===== config.mk =====
export PLATFORM = sky130hd
export DESIGN_NAME = fifo_stream_flat
export DESIGN_NICKNAME = d
export VERILOG_FILES = /design/src/rtl/fifo_stream_if.sv /design/src/rtl/fifo_stream.sv /design/src/flat_wrapper.sv
export SDC_FILE = /design/constraint.sdc
export NUM_CORES = 1
export LEC_CHECK = 0
export CAP_MARGIN = 20
export CORE_MARGIN = 10
export CORE_UTILIZATION = 57
export DETAILED_ROUTE_END_ITERATION = 7
export PLACE_DENSITY = 0.8
export SYNTH_ARGS = -nofsm -noshare
export SYNTH_HDL_FRONTEND = slang
export SYNTH_SLANG_ARGS = --single-unit

===== constraint.sdc =====
create_clock -name clk_I -period 3.7 [get_ports clk_I]
set_clock_uncertainty 0.15 [all_clocks]
set_input_delay 0.555 -clock clk_I [delete_from_list [all_inputs] [get_ports clk_I]]
set_output_delay 0.555 -clock clk_I [all_outputs]
set_load 0.02 [all_outputs]

===== src/rtl/fifo_stream_if.sv =====
// Handshake and status bundle for fifo_stream.
// slave: the FIFO itself. master: the producer/consumer environment.
interface fifo_stream_if #(
  parameter int DATA_W = 9,
  parameter int DEPTH  = 32
);
  localparam int CW = $clog2(DEPTH) + 1;

  logic [DATA_W-1:0] push_data_I;
  logic              push_valid_I;
  logic              push_ready_O;
  logic [DATA_W-1:0] pop_data_O;
  logic              pop_valid_O;
  logic              pop_ready_I;
  logic              flush_I;
  logic              err_clear_I;
  logic [CW-1:0]     count_O;
  logic              almost_full_O;
  logic              almost_empty_O;
  logic              overflow_O;
  logic              underflow_O;

  modport slave (
    input  push_data_I, push_valid_I, pop_ready_I, flush_I, err_clear_I,
    output push_ready_O, pop_data_O, pop_valid_O, count_O,
           almost_full_O, almost_empty_O, overflow_O, underflow_O
  );

  modport master (
    output push_data_I, push_valid_I, pop_ready_I, flush_I, err_clear_I,
    input  push_ready_O, pop_data_O, pop_valid_O, count_O,
           almost_full_O, almost_empty_O, overflow_O, underflow_O
  );
endinterface


===== src/rtl/fifo_stream.sv =====
// First-word-fall-through circular-buffer FIFO with valid/ready on both
// sides, occupancy count, almost-full/empty thresholds, synchronous flush
// and sticky overflow/underflow flags.
module fifo_stream #(
  parameter int DATA_W   = 9,
  parameter int DEPTH    = 32,
  parameter int AF_LEVEL = DEPTH - 2,
  parameter int AE_LEVEL = 2
) (
  input logic           clk_I,
  input logic           reset_I,
  fifo_stream_if.slave  bus
);
  localparam int AW = $clog2(DEPTH);
  localparam int CW = AW + 1;
  localparam logic [CW-1:0] AF_L = CW'(AF_LEVEL);
  localparam logic [CW-1:0] AE_L = CW'(AE_LEVEL);
  localparam logic [CW-1:0] ONE  = CW'(1);

  logic [DATA_W-1:0] mem [DEPTH];
  logic [CW-1:0]     wr_ptr, rd_ptr, count;
  logic              ovf, unf;
  logic              full, empty;
  logic              push_fire, pop_fire;
  logic              ovf_set, unf_set;

  // Pointer MSB is the wrap bit: equal low bits + different wrap = full.
  assign empty = (wr_ptr == rd_ptr);
  assign full  = (wr_ptr[CW-1] != rd_ptr[CW-1]) &&
                 (wr_ptr[AW-1:0] == rd_ptr[AW-1:0]);

  // Flush swallows same-cycle transfers, so they neither fire nor flag errors.
  assign push_fire = bus.push_valid_I & ~full  & ~bus.flush_I;
  assign pop_fire  = bus.pop_ready_I  & ~empty & ~bus.flush_I;
  assign ovf_set   = bus.push_valid_I & full   & ~bus.flush_I;
  assign unf_set   = bus.pop_ready_I  & empty  & ~bus.flush_I;

  // Storage write; contents need no reset since pointers gate visibility.
  always_ff @(posedge clk_I) begin
    if (push_fire) mem[wr_ptr[AW-1:0]] <= bus.push_data_I;
  end

  // Pointers and occupancy counter.
  always_ff @(posedge clk_I or posedge reset_I) begin
    if (reset_I) begin
      wr_ptr <= '0;
      rd_ptr <= '0;
      count  <= '0;
    end else if (bus.flush_I) begin
      wr_ptr <= '0;
      rd_ptr <= '0;
      count  <= '0;
    end else begin
      if (push_fire) wr_ptr <= wr_ptr + ONE;
      if (pop_fire)  rd_ptr <= rd_ptr + ONE;
      if (push_fire && !pop_fire)      count <= count + ONE;
      else if (pop_fire && !push_fire) count <= count - ONE;
    end
  end

  // Sticky error flags; a same-cycle set beats a clear.
  always_ff @(posedge clk_I or posedge reset_I) begin
    if (reset_I) begin
      ovf <= 1'b0;
      unf <= 1'b0;
    end else begin
      if (ovf_set)              ovf <= 1'b1;
      else if (bus.err_clear_I) ovf <= 1'b0;
      if (unf_set)              unf <= 1'b1;
      else if (bus.err_clear_I) unf <= 1'b0;
    end
  end

  // Outputs; thresholds come from the registered count so they never glitch.
  assign bus.push_ready_O   = ~full;
  assign bus.pop_valid_O    = ~empty;
  assign bus.pop_data_O     = empty ? '0 : mem[rd_ptr[AW-1:0]];
  assign bus.count_O        = count;
  assign bus.almost_full_O  = (count >= AF_L);
  assign bus.almost_empty_O = (count <= AE_L);
  assign bus.overflow_O     = ovf;
  assign bus.underflow_O    = unf;
endmodule


===== src/flat_wrapper.sv =====
// flat-port wrapper written by rule: the top's interface ports become plain ports
module fifo_stream_flat 
#(
  parameter int DATA_W   = 9,
  parameter int DEPTH    = 32,
  parameter int AF_LEVEL = DEPTH - 2,
  parameter int AE_LEVEL = 2
)
  (clk_I, reset_I, bus_push_data_I, bus_push_valid_I, bus_pop_ready_I, bus_flush_I, bus_err_clear_I, bus_push_ready_O, bus_pop_data_O, bus_pop_valid_O, bus_count_O, bus_almost_full_O, bus_almost_empty_O, bus_overflow_O, bus_underflow_O);
  fifo_stream_if #(.DATA_W(DATA_W), .DEPTH(DEPTH)) bus_i ();
  input logic clk_I;
  input logic reset_I;
  input wire logic [$bits(bus_i.push_data_I)-1:0] bus_push_data_I;
  input wire logic [$bits(bus_i.push_valid_I)-1:0] bus_push_valid_I;
  input wire logic [$bits(bus_i.pop_ready_I)-1:0] bus_pop_ready_I;
  input wire logic [$bits(bus_i.flush_I)-1:0] bus_flush_I;
  input wire logic [$bits(bus_i.err_clear_I)-1:0] bus_err_clear_I;
  output wire logic [$bits(bus_i.push_ready_O)-1:0] bus_push_ready_O;
  output wire logic [$bits(bus_i.pop_data_O)-1:0] bus_pop_data_O;
  output wire logic [$bits(bus_i.pop_valid_O)-1:0] bus_pop_valid_O;
  output wire logic [$bits(bus_i.count_O)-1:0] bus_count_O;
  output wire logic [$bits(bus_i.almost_full_O)-1:0] bus_almost_full_O;
  output wire logic [$bits(bus_i.almost_empty_O)-1:0] bus_almost_empty_O;
  output wire logic [$bits(bus_i.overflow_O)-1:0] bus_overflow_O;
  output wire logic [$bits(bus_i.underflow_O)-1:0] bus_underflow_O;
  assign bus_i.push_data_I = bus_push_data_I;
  assign bus_i.push_valid_I = bus_push_valid_I;
  assign bus_i.pop_ready_I = bus_pop_ready_I;
  assign bus_i.flush_I = bus_flush_I;
  assign bus_i.err_clear_I = bus_err_clear_I;
  assign bus_push_ready_O = bus_i.push_ready_O;
  assign bus_pop_data_O = bus_i.pop_data_O;
  assign bus_pop_valid_O = bus_i.pop_valid_O;
  assign bus_count_O = bus_i.count_O;
  assign bus_almost_full_O = bus_i.almost_full_O;
  assign bus_almost_empty_O = bus_i.almost_empty_O;
  assign bus_overflow_O = bus_i.overflow_O;
  assign bus_underflow_O = bus_i.underflow_O;
  fifo_stream #(.DATA_W(DATA_W), .DEPTH(DEPTH), .AF_LEVEL(AF_LEVEL), .AE_LEVEL(AE_LEVEL)) u_core (.clk_I(clk_I), .reset_I(reset_I), .bus(bus_i));
endmodule

# Word level (Yosys, flattened, before mapping)
# Memories as Yosys holds them, arrays and structs flattened.
# Cells that the tools add are included.
dict set report word_totals {
  reg_bits 20
  latchBits 0
  ram_bits 288
  mem_bits_ro 0
  output_inout_bits 21
  word_cells 49
  mem_count 1
}
# name words width rd rd_ports_with_merged_regs wr line_no
set memory_table {}
lappend memory_table {u_core.mem 32 9 1 0 1 fifo_stream.sv:20} ;# logic [DATA_W-1:0] mem [DEPTH];
dict set report op_classes {
  add_sub_neg 4
  multipliers 0
  n_div 0
  n_lt_le_gt_ge 2
  n_eq_ne 3
  shifts 0
  muxes 13
  n_bitwise 11
  reduce_logical 10
}
# operator count
set op_table {}
lappend op_table {{$mux 6} 7}
lappend op_table {{$add 6x1->6 const B} 3}
lappend op_table {{$mux 9} 1}
lappend op_table {{$and 1x1->1} 8}
lappend op_table {{$reduce_bool 2->1} 4}
lappend op_table {{$eq 6x6->1} 1}
lappend op_table {{$ge 6x5->1 const B} 1}
lappend op_table {{$le 6x2->1 const B} 1}
lappend op_table {{$sub 6x1->6 const B} 1}
lappend op_table {{$eq 5x5->1} 1}
lappend op_table {{$mux 1} 5}
lappend op_table {{$logic_and 1x1->1} 3}
lappend op_table {{$not 1->1} 3}
lappend op_table {{$reduce_bool 3->1} 1}
lappend op_table {{$logic_not 1->1} 2}
lappend op_table {{$ne 1x1->1} 1}

# Logic depth before layout (Yosys ltp)
# Gate-level depths: netlist (run 1).
dict set report depth {
  depth_word 10
  ltp_mapped 13
  mapped_depth_nobuf 12
}

# Worst setup path before layout (run 1)
# OpenSTA, ideal clock, no wires.
dict set report synth_path {
  path_kind {flip-flop to flip-flop}
  from {register u_core.rd_ptr[4]}
  to {register u_core.count[5] (netlist: u_core.bus.count_O[5])}
  setup_ns 0.134
  arrival_ns 2.651
  t_required_ns 3.416
  path_slack_ns 0.765
  stages_incl_launch_ff 13
  path_buffers 1
  synth_period_minus_slack_ns 2.935
  cell_sequence {dfrtp_1 buf_2 xnor2_1 and3_1 a31oi_4 or3_1 ha_1 a211oi_1 o21bai_1 a21oi_1 and3_1 o21ai_0 nor3b_2}
}
dict set report synth_via {
  elab_chain_cells 8
  word_cells_on_any_way 16
}
# element line_no
set synth_lines {}
lappend synth_lines {{start, declared} fifo_stream.sv:21} ;# logic [CW-1:0] wr_ptr, rd_ptr, count;
lappend synth_lines {{start signal, assigned} fifo_stream.sv:55} ;# if (pop_fire) rd_ptr <= rd_ptr + ONE;
lappend synth_lines {{$eq 6x6->1 / $eq 5x5->1 (equally long branches)} {fifo_stream.sv:28, fifo_stream.sv:30}}
lappend synth_lines {{$not 1->1 / $logic_and 1x1->1 (equally long branches)} {fifo_stream.sv:34, fifo_stream.sv:29}}
lappend synth_lines {{$and 1x1->1 / $not 1->1 (equally long branches)} {fifo_stream.sv:34, fifo_stream.sv:33}}
lappend synth_lines {{$and 1x1->1 (on tied branches)} {fifo_stream.sv:34, fifo_stream.sv:33}}
lappend synth_lines {{$logic_not 1->1 / $and 1x1->1 (equally long branches)} {fifo_stream.sv:56, fifo_stream.sv:33}}
lappend synth_lines {{$logic_and 1x1->1 / $logic_not 1->1 (equally long branches)} {fifo_stream.sv:56, fifo_stream.sv:57}}
lappend synth_lines {{$mux 6 / $logic_and 1x1->1 (equally long branches)} {fifo_stream.sv:56, fifo_stream.sv:57}}
lappend synth_lines {{$mux 6 / $reduce_bool 3->1 (equally long branches)} n/a}
lappend synth_lines {{end signal, assigned} fifo_stream.sv:56} ;# if (push_fire && !pop_fire) count <= count + ONE;
lappend synth_lines {{end signal, assigned} fifo_stream.sv:57} ;# else if (pop_fire && !push_fire) count <= count - ONE;
lappend synth_lines {{end, declared} fifo_stream.sv:21}
# Several ways; a longest one is shown, not always the timed one.
# A chain may end at the register's enable or synchronous reset.

# Worst setup path in the final report (run 1)
dict set report layout_path {
  from {register u_core.rd_ptr[4]}
  to {output bus_pop_valid_O}
}
dict set report layout_via {
  elab_chain_cells 2
}
# element line_no
set layout_lines {}
lappend layout_lines {{$eq 6x6->1} fifo_stream.sv:28} ;# assign empty = (wr_ptr == rd_ptr);
lappend layout_lines {{$not 1->1} fifo_stream.sv:76} ;# assign bus.pop_valid_O = ~empty;
lappend layout_lines {{end, declared} flat_wrapper.sv:20} ;# output wire logic [$bits(bus_i.pop_valid_O)-1:0] bus_pop_valid_O;
# Every way passes these cells.

==> results of run 1 <==
==> worst paths after layout <==
kind	startpoint	to	slack, ps	depth (start not counted)
max in group asynchronous	reset_I	u_core.rd_ptr[0]	2440	2
min in group clk_I	u_core.bus.overflow_O	u_core.bus.overflow_O	390	2
hold / removal	reset_I	u_core.bus.overflow_O	360	2
hold reg to reg	u_core.bus.overflow_O	u_core.bus.overflow_O	390	2
setup reg to reg	u_core.rd_ptr[4]	u_core.bus.count_O[5]	420	11
setup / recovery	u_core.rd_ptr[4]	bus_pop_valid_O	160	5
==> power groups by stage <==
stage,logic (mW),registers (mW),clock network (mW)
5_1_grt,1.35,3.91,3.03
6_report,1.24,3.91,2.86
3_5_place_dp,1.22,3.98,0
3_3_place_gp,1.19,3.97,0
4_1_cts,1.24,3.90,2.90
2_1_floorplan,0.807,3.99,0
==> metrics by stage <==
step	instances	area, um^2	power (mW)
floorplan	637	12540	4.794
global placement	969	13450	5.162
detailed placement	969	13450	5.194
CTS	1022	14410	8.043
global route	1027	14500	8.293
finish	1027	14500	8.012
==> final cells by class <==
cell class	instances	area share
Clock buffer	32	0.05082
Clock inverter	21	0.01242
Inverter	11	0.002847
Multi-Input combinational cell	287	0.2200
Sequential cell	308	0.6313
Tap cell	280	0.02416
Timing Repair Buffer	88	0.05849
==> state kept, by name, indices dropped and copies added (netlist names) <==
| register | flops |
|---|---|
| u_core.bus.underflow_O | 1 |
| u_core.mem | 288 |
| u_core.bus.overflow_O | 1 |
| u_core.wr_ptr | 6 |
| u_core.bus.count_O | 6 |
| u_core.rd_ptr | 6 |
==> kinds of logic after synthesis <==
group,Yosys count,synth area share
flip-flops,308,0.7298
multiplexers,112,0.1631
AND/OR/NAND/NOR,106,0.03933
buffers and inverters,42,0.01717
AO/OA/AOI/OAI,39,0.02485
XOR/XNOR,20,0.01517
adder cells (fa/ha/maj),10,0.01058
==> per-layer routing <==
layer / track usage / routed length (um) / up-vias
li1: - / - / 2741
met4: 0.04769 / 434 / 0
met2: 0.3079 / 13560 / 247
met5: 0 / 0 / -
met1: 0.2431 / 10440 / 3305
met3: 0.02538 / 1548 / 36
==> cells in the final DEF, fill, tap and decap left out, types with 10 or more instances in the layout <==
master                            count
sky130_fd_sc_hd__edfxtp_1           288
sky130_fd_sc_hd__mux4_2              72
sky130_fd_sc_hd__nor2_1              49
sky130_fd_sc_hd__buf_4               43
sky130_fd_sc_hd__clkbuf_16           30
sky130_fd_sc_hd__clkdlybuf4s50_1     26
sky130_fd_sc_hd__nand2_1             18
sky130_fd_sc_hd__mux2_2              18
sky130_fd_sc_hd__mux2i_1             17
sky130_fd_sc_hd__dfrtp_1             17
sky130_fd_sc_hd__nor3_1              13
sky130_fd_sc_hd__inv_1               11
sky130_fd_sc_hd__xnor2_1             11
sky130_fd_sc_hd__o22ai_1             10
==> what timing repair did <==
item / in CTS / in global routing
cloned: 0 / 1
setup endpoints to repair: 9 / 2
gates resized for setup: 18 / 3
==> worst reg2reg max path: cells and delay by family (launching register included) <==
kind	cells	cell delay [ps]
adders and majority gates	1	330
xor gates and xnor gates	1	310
and+or+nand+nor	4	1130
AOI/OAI and AO/OA	5	740
DFF	1	500
==> results summary, run 1 <==
The worst max-slew margin expressed relative to the limit is 0.4570. Setup repair after global routing left no endpoint under its margin. In this run the worst path has a maximum fanout of 10. The buffers plus inverters on the worst setup path is 2. The final worst-path cycle share is 0.9564. The area enclosed by the die boundary came out at 0.02832 mm^2. The share of total power dissipated in combinational logic is 0.155. STA classifies the critical path startpoint as a flip-flop. The TritonCTS clock tree is yes. The first routing iteration left 731 violations. The width of the die is 168.3 um. After detailed routing, the number of remaining DRC violations is 0. The wire length of the first global-routing pass is 39,850 um. The clock sink count came out at 308. For this design the ratio of total power to cell area is 552.5 mW/mm^2. Hold is met by 363.6 ps. The design internal power came out at 6.102 mW. The vias per cell is 6.163.

After synthesis, the netlist uses 45 different library cells. The quantity of I/O buffers inserted on ports is 35. Across the VDD grid, the largest voltage drop is 0.3019 mV. The number of antenna violations at the first check in global routing was 0. After clock tree synthesis, the clock-pin slew on the worst setup and hold paths is 60 ps. The mapped netlist covers 0.01254 mm^2. The relative contribution of sequential cells to total power is 0.488. The final standard cell utilization of the core is 0.6666. The pre-CTS setup slack came out at 381.1 ps. The synthesized net count is 662. The cell row count is 54. The number of setup buffers added after CTS is 0.

The clock insertion delay at the later pin of the skew report is 530 ps. The count of TritonRoute iterations in the first routing pass is 5. The number of global-route vias before repair came out at 6,588.

The area used by multi-input combinational logic came out at 0.003191 mm^2. The share of the Yosys chip area taken by registers is 0.7298. The final setup TNS came out at 0 ps. The hold violation count in the final report is 0.

In this run the clock root is driven by a sky130_fd_sc_hd__clkbuf_16. The effective utilization at floorplan is 0.5762. The data arrival time of the critical path is 2830 ps. The total core area came out at 0.02176 mm^2.

The type of the worst min-delay path is in -> async. The total global routing track utilization came out at 0.1817. The delay of the slowest critical-path stage came out at 570 ps.

The number of antenna repair diodes came out at 0. Of the post-synthesis cell area, the dominant cell type holds 0.6899. Ranked by total cell area, the synthesized netlist is headed by sky130_fd_sc_hd__edfxtp_1 69%, sky130_fd_sc_hd__mux4_2 13%, sky130_fd_sc_hd__dfrtp_1 4.0%. The top-level port count is 36.

The cell class contributing the biggest share of worst-path delay is simple AND/OR/NAND/NOR gates. Detailed placement ended at an HPWL of 15,600 um. The post-synthesis sequential element count came out at 308.

The congestion estimate from routability-driven global placement came to 0.8721. The number of pins with negative max-slew slack in the final report came out at 0. The count of max-cap constraint violations is 0.

By count the netlist is led by 288 x sky130_fd_sc_hd__edfxtp_1, 72 x sky130_fd_sc_hd__mux4_2, 49 x sky130_fd_sc_hd__nor2_1. Among the stages of the critical path, the cell type that occurs most often is sky130_fd_sc_hd__and3_1. For this run, the top clock speed supported by timing is 0.2826 GHz.

The switching power came out at 1.910 mW. The clock share of power came out at 0.357. The maximum level of the CTS H-tree is 1.

Relative to the synthesized area, the layout overhead comes to 15.69%. The final worst slack came out at 161.3 ps. The number of instances in the synthesized netlist came out at 637. The count of hold-fix buffers inserted at cts is 0. The total number of vias came out at 6,329. The largest individual stage delay along the critical path comes from the cell sky130_fd_sc_hd__clkdlybuf4s50_1. Of the cells placed in the final design, the portion with a size suffix greater than 1 is 0.2731. The detail route stage leaves a number of antenna-violating nets equal to 0. The clock passes through at most 3 buffers. Yosys printed 0 warnings. The pin count of the biggest net entering global routing is 41. Setup violations remaining at the end of the flow were counted as 0. The final global-route overflow total came out at 0. STA classifies the critical path endpoint as an output pin. Clock tree synthesis inserted a total of 29 buffers. The switching share of total power came out at 0.2384.

The final layout net count is 750. Traced cell by cell, the critical path runs through xnor2_1 -> and3_1 -> and3_1 -> inv_1 -> clkdlybuf4s50_1. The cell taking the most area after synthesis is sky130_fd_sc_hd__edfxtp_1. The number of enable-type register cells in the synthesized netlist came out at 288.

Registers take 0.009155 mm^2. For this run, the leading register cell type out of synthesis is sky130_fd_sc_hd__edfxtp_1. In this run the static leakage power is 4.728 nW.

By startpoint and endpoint, the worst setup path is classified as reg -> out. The worst path required time came out at 2990 ps. The final wirelength came out at 25,980 um. The synthesized area divided by synthesized cell count came out at 19.68 um^2. The async set or reset register ratio after synthesis is 0.06494. The vertical die dimension came out at 168.3 um. sky130_fd_sc_hd__edfxtp_1 is the most common cell in the netlist. The wire length per cell came out at 25.29 um. The final critical-path required period is 3539 ps. The count of filler cells inserted in the layout came out at 1,342. For the pin with the worst max-slew slack, the measured transition is 813.6 ps. The flow ran to the end, and the final reports show no timing, DRC or antenna violations.
(Power assumes the default switching activity.)
==> run 2, diff against run 1 <==
CAP_MARGIN = default   (was 20)
==> run 2 against run 1 <==
Worst setup slack got worse by 2.5 ps; routed wire length decreased by 0.30%; maximum frequency about the same; first-iteration DRC count decreased by 17%; worst hold slack about the same; final area decreased by 0.41%; count of clock-buffer cells in the layout unchanged; clock power about the same; sequential power about the same; cell count decreased by 0.39%; sequential cell count unchanged; critical endpoint unchanged; largest cell class unchanged.
==> results summary, run 2 (synthesized netlist as in run 1, its figures left out) <==
The flow ran to the end, and the final reports show no timing, DRC or antenna violations. The maximum level of the CTS H-tree came out at 1. The number of setup buffers added after CTS came out at 0. The wire length of the first global-routing pass came out at 39,850 um.

The quantity of I/O buffers inserted on ports came out at 35. The maximum vdd ir drop came out at 0.3025 mV. The number of global-route vias before repair came out at 6,588.

The TritonCTS clock tree is yes. The final instance count without filler cells is 1,023. At the worst endpoint, the arrival time is 2840 ps. Routed signal wires occupy layers up through met4.

The fraction of final layout cells sized beyond drive strength 1 is 0.2692. The type of the worst setup path is reg -> out. The total core area is 0.02176 mm^2. The cell sitting at the root of the clock tree is a sky130_fd_sc_hd__clkbuf_16. The top cell types in the final layout, fill and taps aside, are 288 x sky130_fd_sc_hd__edfxtp_1, 72 x sky130_fd_sc_hd__mux4_2, 49 x sky130_fd_sc_hd__nor2_1, 43 x sky130_fd_sc_hd__buf_4, 30 x sky130_fd_sc_hd__clkbuf_16. The clock share of power came out at 0.357.

The floorplan step defined a die boundary enclosing 0.02832 mm^2. The pin count of the biggest net entering global routing is 41. The share of total power dissipated in sequential elements is 0.488. The relative contribution of combinational cells to total power is 0.154. The pre-CTS setup slack came out at 381.1 ps. The hold violation count in the final report came out at 0. The number of buffers on the longest clock path is 3.

The CTS clock-pin slew for the worst setup and hold paths came out at 60 ps. The met3 wirelength from detailed routing came out at 1699 um. The final worst-path cycle share came out at 0.9571.

For this run, the total global-route usage over all layers was measured as 0.1817. For this run, the detailed router's first-pass iteration total came to 5. The clock insertion delay at the later pin of the skew report is 530 ps. The critical-path maximum fanout came out at 10. The TritonCTS buffer count is 29. The final wirelength came out at 25,900 um. At the pin with the least slew margin, the transition time is 1244 ps. The number of antenna violations at the first check in global routing is 0. The static leakage power is 4.698 nW.

The kind of start point of the critical path is a flip-flop. The final global-route overflow total came out at 0. The total number of vias is 6,332.

Setup repair after global routing left no endpoint under its margin. After detailed routing, the number of remaining DRC violations is 0. The number of pins with negative max-slew slack in the final report came to 0.

The setup violation total in the final timing report came out at 0. The detailed router put a total of 10,260 um of wire on met1. The cell row count is 54. The layout-stage area growth over the synthesis result is 15.21%. The final worst slack came out at 158.8 ps. The vias per cell is 6.190. The switching share of total power is 0.2383. The type of the worst min-delay path is in -> async. The number of instances in the placed design came out at 969. Dividing the detail-routed wire length by the instance count gives 25.32 um. In the final timing run, aggregate negative setup slack is 0 ps. The switching power is 1.908 mW. The clock sink count is 308. At the end of routability-driven placement, the weighted congestion stood at 0.8721. The worst path required time came out at 2990 ps. From bottom edge to top edge, the die measures 168.3 um.

Measured along the x axis, the die boundary spans 168.3 um. The top-level port count came out at 36. For this configuration, the core starts out at a cell density of 0.5762.

The final standard cell utilization of the core is 0.6638. The power per cell area came out at 554.4 mW/mm^2. The detail route stage leaves a number of antenna-violating nets equal to 0. The count of hold-fix buffers inserted at cts came out at 0. Registers take 0.009155 mm^2. The completed layout was analyzed and its total power is 8.007 mW. The final critical-path required period came out at 3541 ps. Headroom to the max-slew limit came out at 0.1680. The count of max-cap constraint violations is 0. The repair_antennas step left the layout with diodes totalling 0. The final layout net count came out at 746.

Summing all multi-input logic gate instances after layout gives 0.003191 mm^2. The design internal power came out at 6.098 mW. The HPWL reported at the end of detailed placement is 15,600 um. The library cell used most frequently in the layout, excluding fill and tap cells, is sky130_fd_sc_hd__edfxtp_1.

The maximum achievable frequency came out at 0.2824 GHz. The number of DRC markers after the initial detailed-route iteration came out at 610. The flip-flop count of the largest register after layout came out at 288.

The count of filler cells inserted in the layout came out at 1,348. STA classifies the critical path endpoint as an output pin. The length of routed met2 wiring came out at 13,550 um.
==> run 2: cell type report <==
cell class / instances / area share
tap: 280 / 0.02426
timing repair buffer: 84 / 0.05458
inverter: 11 / 0.002859
clock buffer: 32 / 0.05103
clock inverter: 21 / 0.01248
sequential: 308 / 0.6339
multi-input combinational: 287 / 0.2209
==> run 2: power groups by stage <==
stage | sequential (mW) | clock, mW | combinational (mW)
2_1_floorplan | 3.99 | 0 | 0.807
3_3_place_gp | 3.97 | 0 | 1.19
3_5_place_dp | 3.98 | 0 | 1.22
4_1_cts | 3.90 | 2.90 | 1.24
5_1_grt | 3.91 | 3.03 | 1.34
6_report | 3.91 | 2.86 | 1.24
==> run 2: path summary, 6_finish.rpt <==
path	slack (ps)	start	end	depth (start not counted)
setup / recovery	160	u_core.rd_ptr[4]	bus_pop_valid_O	5
hold / removal	360	reset_I	u_core.bus.overflow_O	2
setup reg to reg	410	u_core.rd_ptr[4]	u_core.bus.count_O[5]	11
hold reg to reg	390	u_core.bus.overflow_O	u_core.bus.overflow_O	2
max in group asynchronous	2440	reset_I	u_core.rd_ptr[0]	2
min in group clk_I	390	u_core.bus.overflow_O	u_core.bus.overflow_O	2
==> run 2: worst max-delay path, stage by stage, from the launching register on <==
cell and delay, ps:
sky130_fd_sc_hd__dfrtp_1 500, sky130_fd_sc_hd__xnor2_1 310, sky130_fd_sc_hd__and3_1 310, sky130_fd_sc_hd__and3_1 490, sky130_fd_sc_hd__inv_1 130, sky130_fd_sc_hd__clkdlybuf4s50_1 570
==> run 2: timing repair <==
| action | 4_1_cts | 5_1_grt |
|---|---|---|
| gates cloned | 0 | 1 |
| resized for setup | 18 | 3 |
| endpoints found under the setup margin | 9 | 2 |
==> run 2: routing by layer <==
metal,vias up,GRT usage
met1,3311,0.2431
met3,30,0.02538
met4,0,0.04769
met5,-,0
li1,2731,-
met2,260,0.3079
==> run 2: through the flow <==
| step | instance area [um^2] | hold WS (ps) |
|---|---|---|
| 6_report | 14440 | 363.1 |
| 5_1_grt | 14440 | 408.6 |
| 4_1_cts | 14410 | 363.6 |
| 3_5_place_dp | 13450 | 378.0 |
| 3_3_place_gp | 13450 | 368.8 |
| 2_1_floorplan | 12540 | 368.8 |
==> run 3, diff against run 2 <==
CELL_PAD_IN_SITES_DETAIL_PLACEMENT = 2   (was default)
CELL_PAD_IN_SITES_GLOBAL_PLACEMENT = 2   (was default)
CORE_UTILIZATION = 48   (was 57)
CTS_CLUSTER_DIAMETER = 60   (was default)
PLACE_DENSITY = 0.84   (was 0.8)
clock period = 3.3 ns   (was 3.7 ns; I/O delays follow)
==> run 3 against run 2 <==
Power grew 23%; die area grew 16%; sequential share of layout area shrank 3.5 points; sequential power grew 12%; sequential cell count is the same; the flow now finishes with violations (setup timing); critical path type unchanged; routed wire length grew 63%; cell count grew 9.3%; non-clock buffer count grew 35; via count grew 12%; register-to-register slack lost 380 ps; final area grew 5.9%.
==> results summary, run 3 (synthesized netlist as in run 1, its figures left out) <==
The final reports fail on setup timing. The post-layout total power is 9.873 mW. In this run the worst setup path terminates at bus_pop_data_O[4]. The final global-route overflow total came out at 0. The die covers 0.03298 mm^2.

In the layout the commonest cells are 288 x sky130_fd_sc_hd__edfxtp_1, 72 x sky130_fd_sc_hd__mux4_2, 62 x sky130_fd_sc_hd__buf_4, 49 x sky130_fd_sc_hd__nor2_1, 35 x sky130_fd_sc_hd__clkbuf_16. The maximum level of the CTS H-tree is 2. At the end of routability-driven placement, the weighted congestion stood at 0.7784. The final standard cell utilization of the core came out at 0.5902. Hold timing on the final database bottoms out at a slack of 289.3 ps.

The first routing iteration left 735 violations. The effective utilization at floorplan is 0.4838. The wire length per cell is 37.74 um. The final wirelength is 42,190 um. The worst max-slew margin expressed relative to the limit is 0.4451. The data arrival time of the critical path came out at 2750 ps. The clock insertion delay at the later pin of the skew report came out at 520 ps. In this run the remaining antenna-violating nets after routing total 0.

At the worst endpoint, the required time is 2650 ps. In the routed design, unresolved DRC markers number 0. The TritonCTS clock tree is yes. The flow ran to the end, but the final reports show violations. The number of instances in the placed design came out at 1,045. The vias per cell is 6.371. The setup path with the least slack is of type reg -> out. Entering global routing, the biggest net connects 40 pins. The cell row count came out at 59. The worst setup path is launched from a flip-flop. The final worst-path cycle share came out at 1.028. The number of global-route vias before repair is 7,892.

Compared with the post-synthesis result, the final layout area differs by 22.00%. The total area of sequential cells came out at 0.009158 mm^2. The maximum vdd ir drop came out at 0.5860 mV. Excluding fillers, the count of instances in the completed layout stands at 1,118.

The final critical-path required period came out at 3391 ps. The count of hold-fix buffers inserted at cts is 0. The final setup TNS is -404.8 ps. The library cell used most frequently in the layout, excluding fill and tap cells, is sky130_fd_sc_hd__edfxtp_1. The critical-path maximum fanout is 6.

The top-level port count is 36. The flip-flop count of the largest register after layout is 288. The area used by multi-input combinational logic came out at 0.003433 mm^2. The worst register-to-register path ends at u_core.bus.count_O[5]. The final layout net count came out at 786.

The HPWL reported at the end of detailed placement came out at 22,880 um. Counting the buffers created by CTS gives 34. CTS placed an instance of sky130_fd_sc_hd__clkbuf_16 at the clock tree root.

STA classifies the critical path endpoint as an output pin. The worst hold path belongs to the class in -> async. The wire length of the first global-routing pass is 60,610 um. The longest clock path from root to sink contains 3 buffers.

The slew at the pin closest to its max-slew limit came out at 831.4 ps. Across all register-to-register paths, the minimum setup slack is 30 ps. Setup repair after global routing could not meet its margin everywhere. The vertical die dimension came out at 181.6 um. The total core area came out at 0.02591 mm^2. The hold violation count in the final report came out at 0. The width of the die is 181.6 um. The maximum achievable frequency is 0.2949 GHz. During placement, the flow inserted port buffers numbering 35. Once routing completed, OpenROAD measured the worst setup slack at -91.47 ps.

Counting every sink on the clock net gives 308. The final route contains 7,123 vias. The number of pins with negative max-slew slack in the final report came out at 0. Summed over all cells, the static leakage comes to 5.022 nW. The worst flop-to-flop path startpoint is u_core.rd_ptr[0].

The count of filler cells inserted in the layout came out at 2,068. The first detailed-routing pass ran for 5 iterations. Max-cap violations in this run came to 0. The depth of the most critical reg-to-reg path is 12. The total global routing track utilization is 0.2546. The fraction of final layout cells sized beyond drive strength 1 came out at 0.3487.

The most critical setup path has its startpoint at u_core.rd_ptr[0]. The CTS clock-pin slew for the worst setup and hold paths is 60 ps. The power per cell area is 645.6 mW/mm^2. The number of antenna violations at the first check in global routing is 0.

The setup violation total in the final timing report came out at 8. The number of antenna repair diodes came out at 0.
-- run 3: how the worst min path moves through the flow --
stage                             endpoint                   start  depth (start not counted)
finish                    u_core.wr_ptr[3]                 reset_I                          2
global route              u_core.wr_ptr[3]                 reset_I                          2
CTS                       u_core.rd_ptr[0]                 reset_I                          2
detailed placement  u_core.bus.underflow_O  u_core.bus.underflow_O                          2
global placement     u_core.bus.overflow_O   u_core.bus.overflow_O                          2
floorplan            u_core.bus.count_O[0]                 reset_I                          1
-- run 3: per-layer routing --
metal / part of all wire / track usage / up-vias
li1: - / - / 2809
met4: 0.039 / 0.1084 / 0
met1: 0.38 / 0.3128 / 3850
met2: 0.52 / 0.4355 / 373
met3: 0.066 / 0.04334 / 91
met5: 0 / 0 / -
-- run 3: cell type report --
cell class | count | share of cell area
multi-input combinational | 287 | 0.2245
inverter | 11 | 0.002700
clock inverter | 14 | 0.006218
sequential | 308 | 0.5988
clock buffer | 44 | 0.06079
tap | 335 | 0.02741
timing repair buffer | 119 | 0.07960
-- run 3: power breakdown --
part | internal, mW | total, mW | switching [mW]
sequential | 4.32 | 4.39 | 0.0705
clock | 2.06 | 3.67 | 1.60
combinational | 0.889 | 1.82 | 0.930
-- run 3: per-stage QoR --
stage	instance area, um^2	worst slack (ps)
after floorplan	12540	365.0
after global placement	13780	65.94
after detailed placement	13780	-29.54
after CTS	15220	-71.75
after global routing	15290	-134.0
final	15290	-91.47
-- run 3: what timing repair did --
item / 4_1_cts / 5_1_grt
hold endpoints to repair: 0 / 0
resized for setup: 91 / 31
buffers inserted: 13 / 2
endpoints found under the setup margin: 12 / 138
cloned: 3 / 0
pin swaps: 3 / 5
-- run 3: critical path, cell delays in order, from the launching register on --
cell	delay (ps)
sky130_fd_sc_hd__dfrtp_4	470
sky130_fd_sc_hd__buf_8	170
sky130_fd_sc_hd__buf_8	160
sky130_fd_sc_hd__mux4_2	520
sky130_fd_sc_hd__mux2_2	310
sky130_fd_sc_hd__o22ai_4	200
sky130_fd_sc_hd__nor3_2	80
sky130_fd_sc_hd__buf_4	150
sky130_fd_sc_hd__buf_2	160
